<file path="config.mk">
export PLATFORM = sky130hd
export DESIGN_NAME = bus_read_sequencer
export DESIGN_NICKNAME = d
export VERILOG_FILES = /design/src/rtl/bus_read_sequencer.sv
export SDC_FILE = /design/constraint.sdc
export NUM_CORES = 1
export LEC_CHECK = 0
export CORE_ASPECT_RATIO = 1.4
export CORE_UTILIZATION = 33
export DETAILED_ROUTE_END_ITERATION = 6
export PLACE_DENSITY = 0.78
export REMOVE_ABC_BUFFERS = 1
export SYNTH_ARGS = -nofsm -noshare
export SYNTH_HDL_FRONTEND = slang
export SYNTH_SLANG_ARGS = --single-unit
export TNS_END_PERCENT = 100
</file>
<file path="constraint.sdc">
create_clock -name clk -period 2.1 [get_ports clk]
set_input_delay 0.42 -clock clk [delete_from_list [all_inputs] [get_ports clk]]
set_output_delay 0.42 -clock clk [all_outputs]
set_load 0.02 [all_outputs]
</file>
<file path="src/rtl/bus_read_sequencer.sv">
// -----------------------------------------------------------------------------
// bus_read_sequencer
//
// Reader side of the register file. Takes a burst command (start register,
// beat count) and drives one stored register word per bus beat onto the
// shared data bus using a valid/ready handshake. The register index wraps
// modulo NUM_REGS, so bursts longer than NUM_REGS reread registers in order.
//
// Ports
//   clk          clock, all logic on posedge
//   reset        synchronous, active-high
//   reg_data_i   register bank outputs, reg i at [i*WIDTH +: WIDTH]
//   cmd_valid_i  burst command present
//   cmd_ready_o  sequencer can accept a command (IDLE only)
//   cmd_sel_i    first register index
//   cmd_count_i  number of beats
//   bus_data_o   word driven on the bus
//   bus_sel_o    index of the register in bus_data_o
//   bus_valid_o  bus_data_o / bus_sel_o valid
//   bus_ready_i  consumer accepts the current beat
//   busy_o       burst in progress (DRIVE or DONE)
//   done_o       one-cycle pulse, burst completed
//   err_o        one-cycle pulse, command rejected
//
// State   | Meaning
// --------+---------------------------------------------------------------
// S_IDLE  | waiting for a command, cmd_ready_o high (except after reset)
// S_DRIVE | beat on the bus, advancing on every handshake
// S_DONE  | single cycle after the last handshake, done_o high
// -----------------------------------------------------------------------------
module bus_read_sequencer #(
    parameter int WIDTH    = 16,
    parameter int NUM_REGS = 8,
    parameter int SEL_W    = 3,
    parameter int CNT_W    = 4
) (
    input  logic                      clk,
    input  logic                      reset,
    input  logic [WIDTH*NUM_REGS-1:0] reg_data_i,
    input  logic                      cmd_valid_i,
    output logic                      cmd_ready_o,
    input  logic [SEL_W-1:0]          cmd_sel_i,
    input  logic [CNT_W-1:0]          cmd_count_i,
    output logic [WIDTH-1:0]          bus_data_o,
    output logic [SEL_W-1:0]          bus_sel_o,
    output logic                      bus_valid_o,
    input  logic                      bus_ready_i,
    output logic                      busy_o,
    output logic                      done_o,
    output logic                      err_o
);

    typedef enum logic [1:0] {
        S_IDLE  = 2'd0,
        S_DRIVE = 2'd1,
        S_DONE  = 2'd2
    } state_t;

    // One extra bit so the range check also works when NUM_REGS == 2**SEL_W.
    localparam logic [SEL_W:0]   NUM_REGS_X = (SEL_W+1)'(NUM_REGS);
    localparam logic [SEL_W-1:0] LAST_SEL   = SEL_W'(NUM_REGS - 1);

    state_t             state_q, state_d;
    logic               ready_q, ready_d;
    logic               valid_q, valid_d;
    logic               err_q,   err_d;
    logic [WIDTH-1:0]   data_q,  data_d;
    logic [SEL_W-1:0]   sel_q,   sel_d;
    logic [CNT_W-1:0]   rem_q,   rem_d;

    logic [SEL_W-1:0]   nxt_sel;
    logic [SEL_W-1:0]   rd_idx;
    logic [WIDTH-1:0]   rd_word;
    logic               sel_in_range;

    // Wrap modulo NUM_REGS rather than 2**SEL_W.
    assign nxt_sel      = (sel_q == LAST_SEL) ? '0 : sel_q + SEL_W'(1);
    assign sel_in_range = ({1'b0, cmd_sel_i} < NUM_REGS_X);

    // In IDLE the word for the first beat is fetched, otherwise the next beat.
    assign rd_idx  = (state_q == S_IDLE) ? cmd_sel_i : nxt_sel;
    assign rd_word = reg_data_i[rd_idx*WIDTH +: WIDTH];

    always_ff @(posedge clk) begin
        if (reset) begin
            state_q <= S_IDLE;
            ready_q <= 1'b0;
            valid_q <= 1'b0;
            err_q   <= 1'b0;
            data_q  <= '0;
            sel_q   <= '0;
            rem_q   <= '0;
        end else begin
            state_q <= state_d;
            ready_q <= ready_d;
            valid_q <= valid_d;
            err_q   <= err_d;
            data_q  <= data_d;
            sel_q   <= sel_d;
            rem_q   <= rem_d;
        end
    end

    always_comb begin
        state_d = state_q;
        valid_d = valid_q;
        err_d   = 1'b0;
        data_d  = data_q;
        sel_d   = sel_q;
        rem_d   = rem_q;

        case (state_q)
            S_IDLE: begin
                if (cmd_valid_i && ready_q) begin
                    if ((cmd_count_i == '0) || !sel_in_range) begin
                        err_d = 1'b1;
                    end else begin
                        state_d = S_DRIVE;
                        valid_d = 1'b1;
                        sel_d   = cmd_sel_i;
                        data_d  = rd_word;
                        rem_d   = cmd_count_i;
                    end
                end
            end
            S_DRIVE: begin
                // valid_q is always set here; a stall simply holds everything.
                if (bus_ready_i) begin
                    if (rem_q > CNT_W'(1)) begin
                        sel_d  = nxt_sel;
                        data_d = rd_word;
                        rem_d  = rem_q - CNT_W'(1);
                    end else begin
                        state_d = S_DONE;
                        valid_d = 1'b0;
                    end
                end
            end
            S_DONE: begin
                state_d = S_IDLE;
            end
            default: begin
                state_d = S_IDLE;
                valid_d = 1'b0;
            end
        endcase
    end

    // Registered so that ready stays low during the reset cycle.
    assign ready_d = (state_d == S_IDLE);

    assign cmd_ready_o = ready_q;
    assign bus_valid_o = valid_q;
    assign bus_data_o  = data_q;
    assign bus_sel_o   = sel_q;
    assign err_o       = err_q;
    assign done_o      = (state_q == S_DONE);
    assign busy_o      = (state_q != S_IDLE);

endmodule

</file>
==> results.cfg <==
[synth]
synthXorXnorAreaFrac = 0
yosys_warnings = 0
synthFlopType = dfxtp_1
seq_area_frac_synth = 0.231
yosys-mux-area-fraction = 0.151
syn_area_um2 = 2430
synthCells = 288
synth_fa_ha_area_frac = 0.0206
netlist.area_leader.share = 0.231
synth-async-reset-ratio = 0
synth-edff-count = 0
synth_simple_gate_area_frac = 0.211
synth_top_family_by_area = compound AO/OA/AOI/OAI gates
synth.top_cells.by_area = dfxtp_1, mux2i_1, a311oi_2
synth.distinct_cells = 43
synth_top_cells_by_count = nand2_1, mux2i_1, dfxtp_1
yosysTopAreaCell = dfxtp_1
yosysMostFrequentCell = nand2_1
ys_seq_elements = 28
synth_compound_area_frac = 0.319
postSynthAreaPerCell_um2 = 8.43

[floorplanning]
rows = 36
fp.coreArea_um2 = 7030
fp.dieArea_um2 = 7710
initial_core_util = 0.346
fp.dieH_um = 104
die_w_um = 74.5
ios = 163

[cts]
cts_root_buffer = clkbuf_8
worstSkewPairLatency_ns = 0.28
path_clk_slew_ns = 0.11
numCtsBuffers = 3
clock-sinks = 28
cts_tree = built
ctsLongestPathBuffers = 2
postCtsHoldBufs = 0
cts_max_level = 1

[power_and_ir_drop]
power.internal_mw = 1.42
p_clk_frac = 0.169
p_switching_mw = 0.715
p_per_area_nw_per_um2 = 474
p_seq_frac = 0.289
p_leak_nw = 1.75
combPwrFrac = 0.541
finalPower_mw = 2.13
peakVddDrop_mv = 0.317
netSwitchingFraction = 0.335

[placement]
post-place-ws_ns = -0.327
place.gp.congestion = 0.814
post-dp-hpwl_um = 6890
dp.cells = 547
placed_cell_area_um2 = 4340
portBuffers = 162

[setup_path]
cp.arrival_ns = 2.22
reg2reg_from = bus_sel_o[1]
reg2reg_to = bus_data_o[1]
reg2reg_slack_ns = 0.08
worstSetupPathType = flip-flop to flip-flop
start_kind = flip-flop
rr_worst_depth = 7
crit_path_end = bus_data_o[1]
cp_max_fo = 13
crit_required_ns = 2.30
end_kind = flip-flop
crit_start = bus_sel_o[1]

[global_route]
grt_pass1_wl_um = 14100
grt_max_degree = 29
overflow = 0
grtUsageTotal = 0.233
grt_antenna_before_repair = 0
grt_pass1_vias = 3034

[final_layout]
fin_area_um2 = 4500
fin_util = 0.640
syn_to_final_growth_pct = 85.1
drive_gt1_frac = 0.137
diodes = 0
fin_cells = 555
layout.nets = 604

[run_status]
status = finished clean

[timing]
fin_crit_ns = 2.02
fmax_mhz = 495
holdWs_ns = 0.503
final.setup_skew_ns = 0.00458
final_max_slew_viol_count = 0
fin_ws_ns = 0.0804
fin_crit_sh = 0.962
worst_pin_slew_ns = 0.626
relSlewSlack = 0.578
finalSetupTns_ns = 0
final-hold-violation-count = 0
setup_viol = 0

[detailed_routing]
first_pass_iters = 4
first_iter_violations = 90
num_vias = 2975
via_per_inst = 5.36
wl_per_cell_um = 16.2
wl_um = 9010
post-route-drc-count = 0
antenna_left = 0

[flow_run]
drv_cap = 0

[min_path]
min-delay-path-class = flip-flop to flip-flop
## per-layer routing
| layer | vias up | share of wire | global-route usage |
|---|---|---|---|
| met4 | 0 | 0.019 | 0.0809 |
| met5 | - | 0 | 0 |
| met1 | 1392 | 0.37 | 0.249 |
| li1 | 1456 | - | - |
| met3 | 14 | 0.064 | 0.0506 |
| met2 | 113 | 0.55 | 0.429 |
## flip-flops by register name (all words and copies together) (netlist names)
signal and flops:
bus_data_o 16, rem_q 4, state_q 2, err_o 1, bus_valid_o 1, cmd_ready_o 1, bus_sel_o 3
## placed cells by master (no fill, tap or decap), types with 3 or more instances in the layout
cell type,n
clkdlybuf4s50_1,160
nand2_1,41
mux2i_1,31
dfxtp_1,26
nor2_1,25
buf_4,23
a211oi_1,18
and3_1,16
a311o_1,16
o22a_1,15
a311oi_2,11
buf_12,8
a311oi_1,7
a21oi_1,6
o21ai_0,4
nor3_1,4
ha_1,4
clkbuf_8,4
nor2b_1,3
nand2b_1,3
## area by class of cell
cell class,instances,area [um^2]
fill,630,2530
inverter,2,7.51
sequential,28,563
multi-input combinational,231,1740
timing repair buffer,195,2010
tap,95,119
clock buffer,4,55.1
## worst min path at each step
stage | start | endpoint | cells after the start
after floorplan | reset | bus_data_o[10] | 1
after global placement | bus_valid_o | bus_valid_o | 2
after detailed placement | bus_valid_o | bus_valid_o | 2
after CTS | bus_data_o[1] | bus_data_o[1] | 2
after global routing | bus_data_o[15] | bus_data_o[15] | 2
final | bus_data_o[1] | bus_data_o[1] | 2
## worst max-delay path: stages, from the launching register on
cell and delay [ns]:
dfxtp_1 0.35, ha_1 0.18, ha_1 0.30, mux2i_4 0.28, buf_12 0.19, a211oi_1 0.05
a311o_1 0.33, a311oi_1 0.25
## what timing repair did
item	in CTS	in global routing
setup endpoints to repair	17	19
pin swaps	0	1
gates resized for setup	4	5
setup buffers	1	1
cloned	1	1
## power groups by stage
stage	clock network (mW)	registers, mW	logic [mW]
finish	0.361	0.617	1.15
global route	0.391	0.623	1.24
CTS	0.371	0.616	1.14
floorplan	0	0.674	0.474
global placement	0	0.625	1.09
detailed placement	0	0.627	1.11
## kinds of logic (layout without fill, tap and decap cells)
logic type               after synthesis  count (layout)
AO/OA/AOI/OAI                         86              86
adder cells (fa/ha/maj)                4               4
buffers and inverters                 29             201
flip-flops                            28              28
multiplexers                          34              34
AND/OR/NAND/NOR                      107             107
(Power assumes the default switching activity.)
